**src/rtl/fetch_sequencer_pkg.sv**
```systemverilog
// Shared definitions for the fetch sequencer: state codes, memory commands,
// the HALT opcode and counter widths.
package fetch_sequencer_pkg;

  typedef enum logic [3:0] {
    ST_RST  = 4'd0,
    ST_IDLE = 4'd1,
    ST_IF1  = 4'd2,
    ST_IF2  = 4'd3,
    ST_UPD  = 4'd4,
    ST_DISP = 4'd5,
    ST_ACK  = 4'd6,
    ST_EXEC = 4'd7,
    ST_HALT = 4'd8,
    ST_ERR  = 4'd9
  } state_t;

  localparam logic [1:0] MNONE  = 2'b00;
  localparam logic [1:0] MREAD  = 2'b01;
  localparam logic [1:0] MWRITE = 2'b10;

  localparam logic [2:0] OP_HALT = 3'b111;

  localparam int LAT_W = 3;
  localparam int TMO_W = 16;

endpackage

```
**src/rtl/fetch_sequencer_counter.sv**
```systemverilog
// Loadable up/down counter shared by the memory-latency and execute-timeout paths.
module seq_counter #(
  parameter int W = 8
) (
  input  logic         clk,
  input  logic         reset,
  input  logic         load,
  input  logic [W-1:0] load_val,
  input  logic         en,
  input  logic         up,
  output logic [W-1:0] count
);

  always_ff @(posedge clk) begin
    if (!reset) begin
      count <= '0;
    end else if (load) begin
      count <= load_val;
    end else if (en) begin
      count <= up ? count + W'(1) : count - W'(1);
    end
  end

endmodule

```
**src/rtl/fetch_sequencer.sv**
```systemverilog
// Instruction fetch sequencer: walks PC/IR/memory control through a fetch,
// hands off to the execute controller over s/w, and traps HALT and execute hangs.
module fetch_sequencer
  import fetch_sequencer_pkg::*;
#(
  parameter int          MEM_LAT      = 1,
  parameter logic [15:0] EXEC_TIMEOUT = 16'd255
) (
  input  logic       clk,
  input  logic       reset,
  input  logic       run,
  input  logic       w,
  input  logic [2:0] ir_opcode,
  input  logic [1:0] exec_mem_cmd,
  output logic       s,
  output logic       reset_pc,
  output logic       load_pc,
  output logic       load_ir,
  output logic       addr_sel,
  output logic [1:0] mem_cmd,
  output logic       halted,
  output logic       error
);

  localparam logic [LAT_W-1:0] LAT_INIT = LAT_W'(MEM_LAT - 1);
  localparam logic [TMO_W-1:0] TMO_LAST = EXEC_TIMEOUT - 16'd1;

  state_t             state;
  state_t             state_nxt;
  logic [LAT_W-1:0]   lat_cnt;
  logic [TMO_W-1:0]   tmo_cnt;
  logic               lat_load;
  logic               tmo_hit;

  always_ff @(posedge clk) begin
    if (!reset) begin
      state <= ST_RST;
    end else begin
      state <= state_nxt;
    end
  end

  // Latency count is reloaded on every entry to IF1, including the EXEC -> IF1 loop.
  assign lat_load = (state_nxt == ST_IF1) && (state != ST_IF1);

  seq_counter #(.W(LAT_W)) u_lat_cnt (
    .clk      (clk),
    .reset    (reset),
    .load     (lat_load),
    .load_val (LAT_INIT),
    .en       (state == ST_IF1),
    .up       (1'b0),
    .count    (lat_cnt)
  );

  // ACK is only reachable from DISP, so clearing in DISP zeroes the count on ACK entry.
  seq_counter #(.W(TMO_W)) u_tmo_cnt (
    .clk      (clk),
    .reset    (reset),
    .load     (state == ST_DISP),
    .load_val ('0),
    .en       ((state == ST_ACK) || (state == ST_EXEC)),
    .up       (1'b1),
    .count    (tmo_cnt)
  );

  assign tmo_hit = (EXEC_TIMEOUT != 16'd0) && (tmo_cnt == TMO_LAST);

  always_comb begin
    state_nxt = state;
    s         = 1'b0;
    reset_pc  = 1'b0;
    load_pc   = 1'b0;
    load_ir   = 1'b0;
    addr_sel  = 1'b0;
    mem_cmd   = MNONE;
    halted    = 1'b0;
    error     = 1'b0;
    case (state)
      ST_RST: begin
        reset_pc  = 1'b1;
        load_pc   = 1'b1;
        state_nxt = run ? ST_IF1 : ST_RST;
      end
      ST_IDLE: state_nxt = run ? ST_IF1 : ST_IDLE;
      ST_IF1: begin
        addr_sel = 1'b1;
        mem_cmd  = MREAD;
        if (lat_cnt == '0) state_nxt = ST_IF2;
      end
      ST_IF2: begin
        addr_sel  = 1'b1;
        mem_cmd   = MREAD;
        load_ir   = 1'b1;
        state_nxt = ST_UPD;
      end
      ST_UPD: begin
        if (ir_opcode == OP_HALT) begin
          state_nxt = ST_HALT;
        end else begin
          load_pc   = 1'b1;
          state_nxt = ST_DISP;
        end
      end
      ST_DISP: begin
        s         = 1'b1;
        state_nxt = ST_ACK;
      end
      ST_ACK: begin
        s = 1'b1;
        if (!w)          state_nxt = ST_EXEC;
        else if (tmo_hit) state_nxt = ST_ERR;
      end
      ST_EXEC: begin
        mem_cmd = exec_mem_cmd;
        if (w)            state_nxt = run ? ST_IF1 : ST_IDLE;
        else if (tmo_hit) state_nxt = ST_ERR;
      end
      ST_HALT: halted = 1'b1;
      ST_ERR:  error  = 1'b1;
      default: state_nxt = ST_RST;
    endcase
  end

endmodule

```
**config.mk**
```make
export PLATFORM = sky130hd
export DESIGN_NAME = fetch_sequencer
export DESIGN_NICKNAME = d
export VERILOG_FILES = /design/src/rtl/fetch_sequencer_pkg.sv /design/src/rtl/fetch_sequencer_counter.sv /design/src/rtl/fetch_sequencer.sv
export SDC_FILE = /design/constraint.sdc
export NUM_CORES = 1
export LEC_CHECK = 0
export ABC_AREA = 0
export CORE_ASPECT_RATIO = 0.75
export CORE_MARGIN = 1.5
export CORE_UTILIZATION = 54
export CTS_CLUSTER_SIZE = 8
export DETAILED_ROUTE_END_ITERATION = 8
export PLACE_DENSITY = 0.89
export SETUP_SLACK_MARGIN = 0.2
export SLEW_MARGIN = 0
export SYNTH_ARGS = -nofsm -noshare
export SYNTH_HDL_FRONTEND = slang
export SYNTH_SLANG_ARGS = --single-unit
```
**constraint.sdc**
```tcl
create_clock -name clk -period 1.7 [get_ports clk]
set_input_delay 0.255 -clock clk [delete_from_list [all_inputs] [get_ports clk]]
set_output_delay 0.255 -clock clk [all_outputs]
set_load 0.05 [all_outputs]
```
==> summary.md, run 1 <==
| Metric | Value |
|---|---|
| Status | `stopped before the end` |
| Synthesis Warnings | `0` |
| Ys async rst share | `0%` |
| DP Area | `1820 µm²` |
| Yosys reg bits | `23` |
| Gpl congestion | `0.900` |
| Dominant synthesized flop cell | `dfxtp_1` |
| Net count after synthesis | `188` |
| Number of distinct library cells after synthesis | `41` |
| Root Driver | `clkbuf_4` |
| Final HPWL DP | `2750 µm` |
| GR repair worst EP | `load_pc` |
| Die height | `46.7 µm` |
| Row count | `15` |
| Post-synthesis instance total | `175` |
| Largest net degree at the start of global routing | `13` |
| Number of flops mapped to enable cells by yosys | `0` |
| Mapped Avg Cell Area | `7.84 µm²` |
| CTS buffer count | `3` |
| IO Pins | `18` |
| Tool error | `[ERROR DPL-0038] Utilization greater than 100%, impossible to legalize` |
| TritonCTS Sinks | `23` |
| Initial Util | `58.5%` |
| Failed at | `global routing (5_1_grt)` |
| Worst_ep kind | `primary output` |
| CTS H-tree depth | `1` |
| Max clock buf depth | `2` |
| Synth top area share | `33.5%` |
| Chip Width | `61.2 µm` |
| Part of the Yosys area used for sequential elements | `33.5%` |
| Synth area leader | `dfxtp_1` |
| Netlist Area Pre-Place | `1370 µm²` |
| DP Worst Slack | `-0.0329 ns` |
| PortBufs | `17` |
| Area contributors post-synth | `dfxtp_1 (34%), nor2_1 (5.2%), a21oi_1 (4.7%), xnor2_1 (4.5%), o21ai_0 (4.0%)` |
-- stage by stage --
step,util (%),TNS (ns),instances
4_1_cts,91.2,0,254
3_5_place_dp,77.8,-0.0329,229
3_3_place_gp,77.8,0,229
2_1_floorplan,-,0,175
-- logic make-up after synthesis --
logic type / count (synthesis) / synth area share [%]
AO/OA/AOI/OAI: 37 / 15.3
AND/OR/NAND/NOR: 83 / 34.6
flip-flops: 23 / 33.5
buffers and inverters: 17 / 5.65
XOR/XNOR: 10 / 6.38
multiplexers: 1 / 0.820
adder cells (fa/ha/maj): 4 / 3.65
-- repair_timing --
action / in CTS
endpoints found under the setup margin: 21
cloned: 1
pin swaps: 13
buffers inserted: 20
gates resized for setup: 41
hold buffers: 0
hold endpoints to repair: 0
-- Yosys cell counts (all sizes together), types with 4 or more instances --
| library cell | instances |
|---|---|
| nand2b | 6 |
| clkbuf | 5 |
| a21oi | 13 |
| xnor2 | 7 |
| inv | 8 |
| nand2 | 12 |
| or3 | 7 |
| dfxtp | 23 |
| o21ai | 12 |
| nor4 | 5 |
| nand3 | 7 |
| buf | 4 |
| ha | 4 |
| nand4 | 6 |
| nor3 | 6 |
| and3 | 4 |
| nor2 | 19 |
==> inputs of run 2 (changes only) <==
--- a/config.mk
+++ b/config.mk
@@ -6,13 +6,10 @@
 export NUM_CORES = 1
 export LEC_CHECK = 0
 export ABC_AREA = 0
-export CORE_ASPECT_RATIO = 0.75
-export CORE_MARGIN = 1.5
-export CORE_UTILIZATION = 54
-export CTS_CLUSTER_SIZE = 8
+export CORE_AREA = 2 2 63 65
 export DETAILED_ROUTE_END_ITERATION = 8
-export PLACE_DENSITY = 0.89
-export SETUP_SLACK_MARGIN = 0.2
+export DIE_AREA = 0 0 65 67
+export PLACE_DENSITY_LB_ADDON = 0.15
 export SLEW_MARGIN = 0
 export SYNTH_ARGS = -nofsm -noshare
 export SYNTH_HDL_FRONTEND = slang
==> run 2 against run 1 <==
Net effect: the flow now finishes without violations; synthesized area stayed put; synthesized cell count stayed put.
==> summary.md, run 2 <==
| Metric | Value |
|---|---|
| Status | `finished, final reports clean` |
| Total GRT Usage | `16.9%` |
| Worst slew margin | `72.0%` |
| DR vias | `1345` |
| Worst R2R End | `u_tmo_cnt.count[13]` |
| Design Area, Final | `1880 µm²` |
| Antenna Nets Post-Route | `0` |
| DP Area | `1790 µm² (-1.8%)` |
| Chip Width | `65 µm (+6.2%)` |
| Simple logic cell fraction of the synthesized area | `34.6% (unchanged)` |
| Number of flops mapped to enable cells by yosys | `0 (unchanged)` |
| Endpoints failing hold | `0` |
| CTS H-tree depth | `1 (unchanged)` |
| Adder-Cell Fraction of Synth Area | `3.65% (unchanged)` |
| Final HPWL DP | `2540 µm (-7.5%)` |
| Min-Delay Path Depth | `2` |
| Global route overflow | `0` |
| Worst VDD drop | `0.000544 V` |
| Largest net degree at the start of global routing | `17` |
| Netlist Area Pre-Place | `1370 µm² (unchanged)` |
| Synthesis Warnings | `0 (unchanged)` |
| Tmin final | `1.64 ns` |
| Diodes inserted | `0` |
| Drt via density | `5.40` |
| DRC | `0` |
| Worst path arrival time | `1.38 ns` |
| Biggest registers after layout | `u_tmo_cnt.count: 16 flops, state: 4 flops, u_lat_cnt.count: 3 flops` |
| IO Pins | `18 (unchanged)` |
| Main combinational cell family by area after synthesis | `simple AND/OR/NAND/NOR gates` |
| Commonest cells post-synth | `dfxtp_1 (23), nor2_1 (19), a21oi_1 (13)` |
| Mapped Avg Cell Area | `7.84 µm² (unchanged)` |
| Row count | `22 (+7)` |
| Ys async rst share | `0% (unchanged)` |
| Net count, final | `215` |
| Commonest non-fill, non-tap cell in the layout | `dfxtp_1` |
| PortBufs | `17 (unchanged)` |
| Worst hold path type | `reg2reg` |
| Reg clk slew, reported paths | `0.08 ns` |
| Worst reg-to-reg setup slack | `0.11 ns` |
| Hold_sp | `u_tmo_cnt.count[15]` |
| TritonCTS clock tree | `yes` |
| Setup TNS | `0 ns` |
| Post-synthesis mux area share | `0.820% (unchanged)` |
| Area Growth Syn to Fin | `37.2%` |
| CORE AREA | `3610 µm²` |
| RSZ-0062 raised after global routing | `false` |
| Setup violators final | `0` |
| Pleak | `0.718 nW` |
| Die area | `4360 µm²` |
| Clk Latency, worst-skew pair | `0.26 ns` |
| Post-synthesis compound-gate area fraction | `15.3% (unchanged)` |
| Number of distinct library cells after synthesis | `41 (unchanged)` |
| Synth top area share | `33.5% (unchanged)` |
| Min-Delay Endpoint | `u_tmo_cnt.count[15]` |
| Startpoint types | `register` |
| Crit path kind | `reg2out` |
| Critical Path RT | `1.44 ns` |
| Reg-to-Reg Start | `state[2]` |
| Post-synthesis instance total | `175 (unchanged)` |
| Max clock buf depth | `2 (unchanged)` |
| Hold-fix buffers, CTS | `0 (unchanged)` |
| CP Capture Type | `output pin` |
| Worst Skew | `0.00296 ns` |
| Fmax achieved | `0.610 GHz` |
| Root Driver | `clkbuf_8` |
| Worst Reg2Reg Path Length in Cells | `5` |
| Yosys reg bits | `23 (unchanged)` |
| CTS buffer count | `3 (unchanged)` |
| CP cell instances | `buf_4, a2111oi_4, clkbuf_16` |
| First-pass GRT wire length | `5760 µm` |
| WL/cell | `13.5 µm` |
| Antenna violations before repair | `0` |
| Most frequent cells in the layout | `dfxtp_1 (19), nor2_1 (17), buf_4 (13)` |
| Vias in the first global route | `1341` |
| Crit-path max FO | `9` |
| Detailed-router iteration count before antenna repair | `4` |
| XOR/XNOR Fraction of Synth Area | `6.38% (unchanged)` |
| Die height | `67 µm (+44%)` |
| Share of layout cells above drive strength 1 | `22.4%` |
| Critical path's slowest cell | `dfxtp_2` |
| Dominant synthesized flop cell | `dfxtp_1` |
| Least-Margin Pin Slew | `0.415 ns` |
| Max-Cap Viols | `0` |
| Area contributors post-synth | `dfxtp_1 (34%), nor2_1 (5.2%), a21oi_1 (4.7%), xnor2_1 (4.5%), o21ai_0 (4.0%)` |
| Net count after synthesis | `188 (unchanged)` |
| Max incr delay on CP | `0.37 ns` |
| Pwr per Cell Area | `901 nW/µm²` |
| Max reg flops | `16` |
| DR iter-0 viols | `74` |
| Final period utilization | `96.4%` |
| Most flops, register | `u_tmo_cnt.count` |
| Gpl congestion | `0.836 (-7.1%)` |
| Max-slew violation count | `0` |
| Synth area leader | `dfxtp_1` |
| Initial Util | `38.1% (-20 points)` |
| Count leader, synth | `dfxtp_1` |
| Final wirelength | `3350 µm` |
| Part of the Yosys area used for sequential elements | `33.5% (unchanged)` |
| TritonCTS Sinks | `23 (unchanged)` |
-- run 2: per-layer routing --
layer | wire length (µm) | GRT usage, %
met1 | 1490 | 19.0
met2 | 1710 | 31.4
met3 | 129 | 3.55
met4 | 27 | 5.59
met5 | 0 | 0
-- run 2: how the worst max path moves through the flow --
stage,from,end,slack (ns),depth (start not counted)
final,state[3],load_pc,0.06,3
after global routing,state[3],load_pc,0.02,3
after CTS,ir_opcode[2],load_pc,0.00004,4
after detailed placement,ir_opcode[2],load_pc,-0.05,4
after global placement,ir_opcode[2],load_pc,-0.03,4
after floorplan,state[2],reset_pc,-0.27,3
-- run 2: where the power goes --
group / switching (mW) / internal, mW
clock: 0.164 / 0.167
combinational: 0.400 / 0.349
sequential: 0.0447 / 0.574
-- run 2: cell type report --
cell class | instances | area, µm²
Inverter | 8 | 30.0
Fill cell | 345 | 1720
Sequential cell | 23 | 470
Clock buffer | 4 | 45.0
Multi-Input combinational cell | 135 | 896
Tap cell | 48 | 60.1
Timing Repair Buffer | 31 | 382
-- run 2: what timing repair did --
action	4_1_cts	5_1_grt
buffers inserted	2	0
endpoints found under the setup margin	5	5
pin swaps	1	2
hold endpoints to repair	0	0
resized for setup	5	9
-- run 2: kinds of logic after synthesis --
family	count (synthesis)
XOR/XNOR	10
adder cells (fa/ha/maj)	4
buffers and inverters	17
multiplexers	1
flip-flops	23
AND/OR/NAND/NOR	83
AO/OA/AOI/OAI	37
-- run 2: critical path, delay by kind of cell, from the launching register on --
kind                   cells  cell delay (ns)
DFF                        1             0.37
AOI/OAI and AO/OA          1             0.35
buffers and inverters      2             0.40
-- run 2: through the flow --
step / std cells / util [%] / power (mW) / hold slack (ns) / setup slack, ns
final: 249 / 52.2 / 1.70 / 0.500 / 0.0604
after global routing: 249 / 52.2 / 1.80 / 0.530 / 0.0161
after CTS: 249 / 51.5 / 1.70 / 0.505 / 0.0000367
after detailed placement: 244 / 49.7 / 1.36 / 0.494 / -0.0538
after global placement: 244 / 49.7 / 1.34 / 0.476 / -0.0281
after floorplan: 175 / - / 1.06 / 0.409 / -0.268
Note: power is estimated with default switching activity, not from simulation.
==> inputs of run 3 (changes only) <==
--- a/config.mk
+++ b/config.mk
@@ -9,6 +9,7 @@
 export CORE_AREA = 2 2 63 65
 export DETAILED_ROUTE_END_ITERATION = 8
 export DIE_AREA = 0 0 65 67
+export MAX_ROUTING_LAYER = met4
 export PLACE_DENSITY_LB_ADDON = 0.15
 export SLEW_MARGIN = 0
 export SYNTH_ARGS = -nofsm -noshare
==> run 3 against run 2 <==
Net effect: sequential power is essentially flat; global-route usage grew 0.45 points; hold slack about the same; sequential cell count is the same; first-iteration DRC count shrank 4.1%; largest power group unchanged; die area unchanged; clock power hardly changed.
==> summary.md, run 3 (synthesis gave the netlist of run 2 again) <==
| Metric | Value |
|---|---|
| Status | `finished, final reports clean` |
| Design Area, Final | `1880 µm² (unchanged)` |
| Row count | `22 (unchanged)` |
| Clock share of power | `19.5% (about the same)` |
| Pwr per Cell Area | `901 nW/µm² (about the same)` |
| Multi-input logic area | `896 µm² (unchanged)` |
| Logic pwr share | `44.1% (about the same)` |
| Max reg flops | `16 (unchanged)` |
| PortBufs | `17 (unchanged)` |
| DP Area | `1790 µm² (unchanged)` |
| Chip Width | `65 µm (unchanged)` |
| CTS H-tree depth | `1 (unchanged)` |
| DRC | `0 (unchanged)` |
| Max-slew violation count | `0 (unchanged)` |
| CTS buffer count | `3 (unchanged)` |
| Crit-path max FO | `9 (unchanged)` |
| Critical path's slowest cell | `dfxtp_2` |
| CP Capture Type | `output pin` |
| Pleak | `0.718 nW (unchanged)` |
| TritonCTS Sinks | `23 (unchanged)` |
| Reg clk slew, reported paths | `0.08 ns (about the same)` |
| Max-Cap Viols | `0 (unchanged)` |
| Reg-to-Reg Start | `state[2]` |
| Worst slew margin | `72.3% (+0.22 points)` |
| Net count, final | `215 (unchanged)` |
| Root Driver | `clkbuf_8` |
| Gpl congestion | `0.849 (+1.5%)` |
| Most flops, register | `u_tmo_cnt.count` |
| Final wirelength | `3360 µm (+0.12%)` |
| Sequential Area | `470 µm² (unchanged)` |
| Hold_ws | `0.500 ns (+0.00000500 ns)` |
| Min-Delay Endpoint | `u_tmo_cnt.count[15]` |
| Final period utilization | `96.4% (about the same)` |
| Fmax achieved | `0.610 GHz (about the same)` |
| Area Growth Syn to Fin | `37.2% (unchanged)` |
| Commonest non-fill, non-tap cell in the layout | `dfxtp_1` |
| WL/cell | `13.5 µm (+0.12%)` |
| Biggest registers after layout | `u_tmo_cnt.count: 16 flops, state: 4 flops, u_lat_cnt.count: 3 flops` |
| DR iter-0 viols | `71 (-4.1%)` |
| RSZ-0062 raised after global routing | `false` |
| Share of layout cells above drive strength 1 | `22.4% (unchanged)` |
| Hold-fix buffers, CTS | `0 (unchanged)` |
| Worst reg-to-reg setup slack | `0.11 ns (about the same)` |
| Antenna violations before repair | `0 (unchanged)` |
| Detailed-router iteration count before antenna repair | `4 (unchanged)` |
| Min-Delay Path Depth | `2 (unchanged)` |
| IO Pins | `18 (unchanged)` |
| Setup violators final | `0 (unchanged)` |
| Startpoint types | `register` |
| Setup TNS | `0 ns (unchanged)` |
| Drt via density | `5.43 (+0.52%)` |
| Vias in the first global route | `1342 (+0.075%)` |
| Hold_sp | `u_tmo_cnt.count[15]` |
| Worst VDD drop | `0.000544 V (about the same)` |
| Max clock buf depth | `2 (unchanged)` |
| Critical Path RT | `1.44 ns (about the same)` |
| Global route overflow | `0 (unchanged)` |
| Worst hold path type | `reg2reg` |
| Worst path arrival time | `1.38 ns (about the same)` |
| Fill count | `345 (unchanged)` |
| CP cell instances | `buf_4, a2111oi_4, clkbuf_16` |
| Final HPWL DP | `2540 µm (unchanged)` |
| Antenna Nets Post-Route | `0 (unchanged)` |
| Total GRT Usage | `17.3% (+0.45 points)` |
| Die height | `67 µm (unchanged)` |
| Net Sw Frac | `35.8% (about the same)` |
| Max incr delay on CP | `0.37 ns (about the same)` |
| DR vias | `1352 (+0.52%)` |
| Worst Skew | `0.00292 ns (-0.0000368 ns)` |
| Initial Util | `38.1% (unchanged)` |
| Worst Reg2Reg Path Length in Cells | `5 (unchanged)` |
| Die area | `4360 µm² (unchanged)` |
| Tmin final | `1.64 ns (-0.000436 ns)` |
| Net switching power figure | `0.607 mW (-0.15%)` |
| Worst R2R End | `u_tmo_cnt.count[13]` |
| Largest net degree at the start of global routing | `17 (unchanged)` |
| Crit path kind | `reg2out` |
| Sequential share of power | `36.5% (about the same)` |
| TritonCTS clock tree | `yes` |
| Endpoints failing hold | `0 (unchanged)` |
| Most frequent cells in the layout | `dfxtp_1 (19), nor2_1 (17), buf_4 (13)` |
| CORE AREA | `3610 µm² (unchanged)` |
| Least-Margin Pin Slew | `0.412 ns (-0.00324 ns)` |
| First-pass GRT wire length | `5760 µm (unchanged)` |
| Clk Latency, worst-skew pair | `0.26 ns (about the same)` |
| Diodes inserted | `0 (unchanged)` |
| Int Pwr | `1.09 mW (about the same)` |
==> run 3: cell counts in the layout (fill, tap and decap cells not counted) <==
Identical to the previous run, type by type.
==> run 3: what timing repair did <==
item / in CTS / in global routing
pin swaps: 1 / 2
resized for setup: 5 / 9
endpoints found under the setup margin: 5 / 5
buffers inserted: 2 / 0
==> run 3: routing by layer <==
metal / GRT usage (%) / vias to the layer above / part of all wire, %
li1: - / 678 / -
met1: 19.4 / 641 / 44
met2: 31.4 / 31 / 51
met3: 2.87 / 2 / 3.9
met4: 5.59 / 0 / 0.72
met5: - / - / 0
==> run 3: area by class of cell <==
class	count	area share (%)
Multi-Input combinational cell	135	47.6
Sequential cell	23	25.0
Timing Repair Buffer	31	20.3
Tap cell	48	3.19
Clock buffer	4	2.39
Inverter	8	1.59
==> run 3: power groups by stage <==
stage	clock, mW	sequential (mW)	combinational, mW
after floorplan	0	0.596	0.461
after global placement	0	0.624	0.715
after detailed placement	0	0.626	0.730
after CTS	0.344	0.615	0.742
after global routing	0.367	0.623	0.805
final	0.330	0.618	0.748
==> run 3: stage by stage <==
stage	power [mW]	instances	setup WS [ns]	util, %
detailed placement	1.36	244	-0.0538	49.7
global route	1.80	249	0.0161	52.2
global placement	1.34	244	-0.0281	49.7
CTS	1.70	249	0.0000367	51.5
floorplan	1.06	175	-0.268	-
finish	1.70	249	0.0608	52.2
==> run 3: worst max path at each step <==
stage,startpoint,end,slack [ns],depth (start not counted)
after global routing,state[3],load_pc,0.02,3
after global placement,ir_opcode[2],load_pc,-0.03,4
final,state[3],load_pc,0.06,3
after floorplan,state[2],reset_pc,-0.27,3
after detailed placement,ir_opcode[2],load_pc,-0.05,4
after CTS,ir_opcode[2],load_pc,0.00004,4
==> run 3: critical path, delay by kind of cell (launching register included) <==
family,cells,cell delay [ns]
flip-flops,1,0.37
AO/OA/AOI/OAI,1,0.35
buffers and inverters,2,0.40
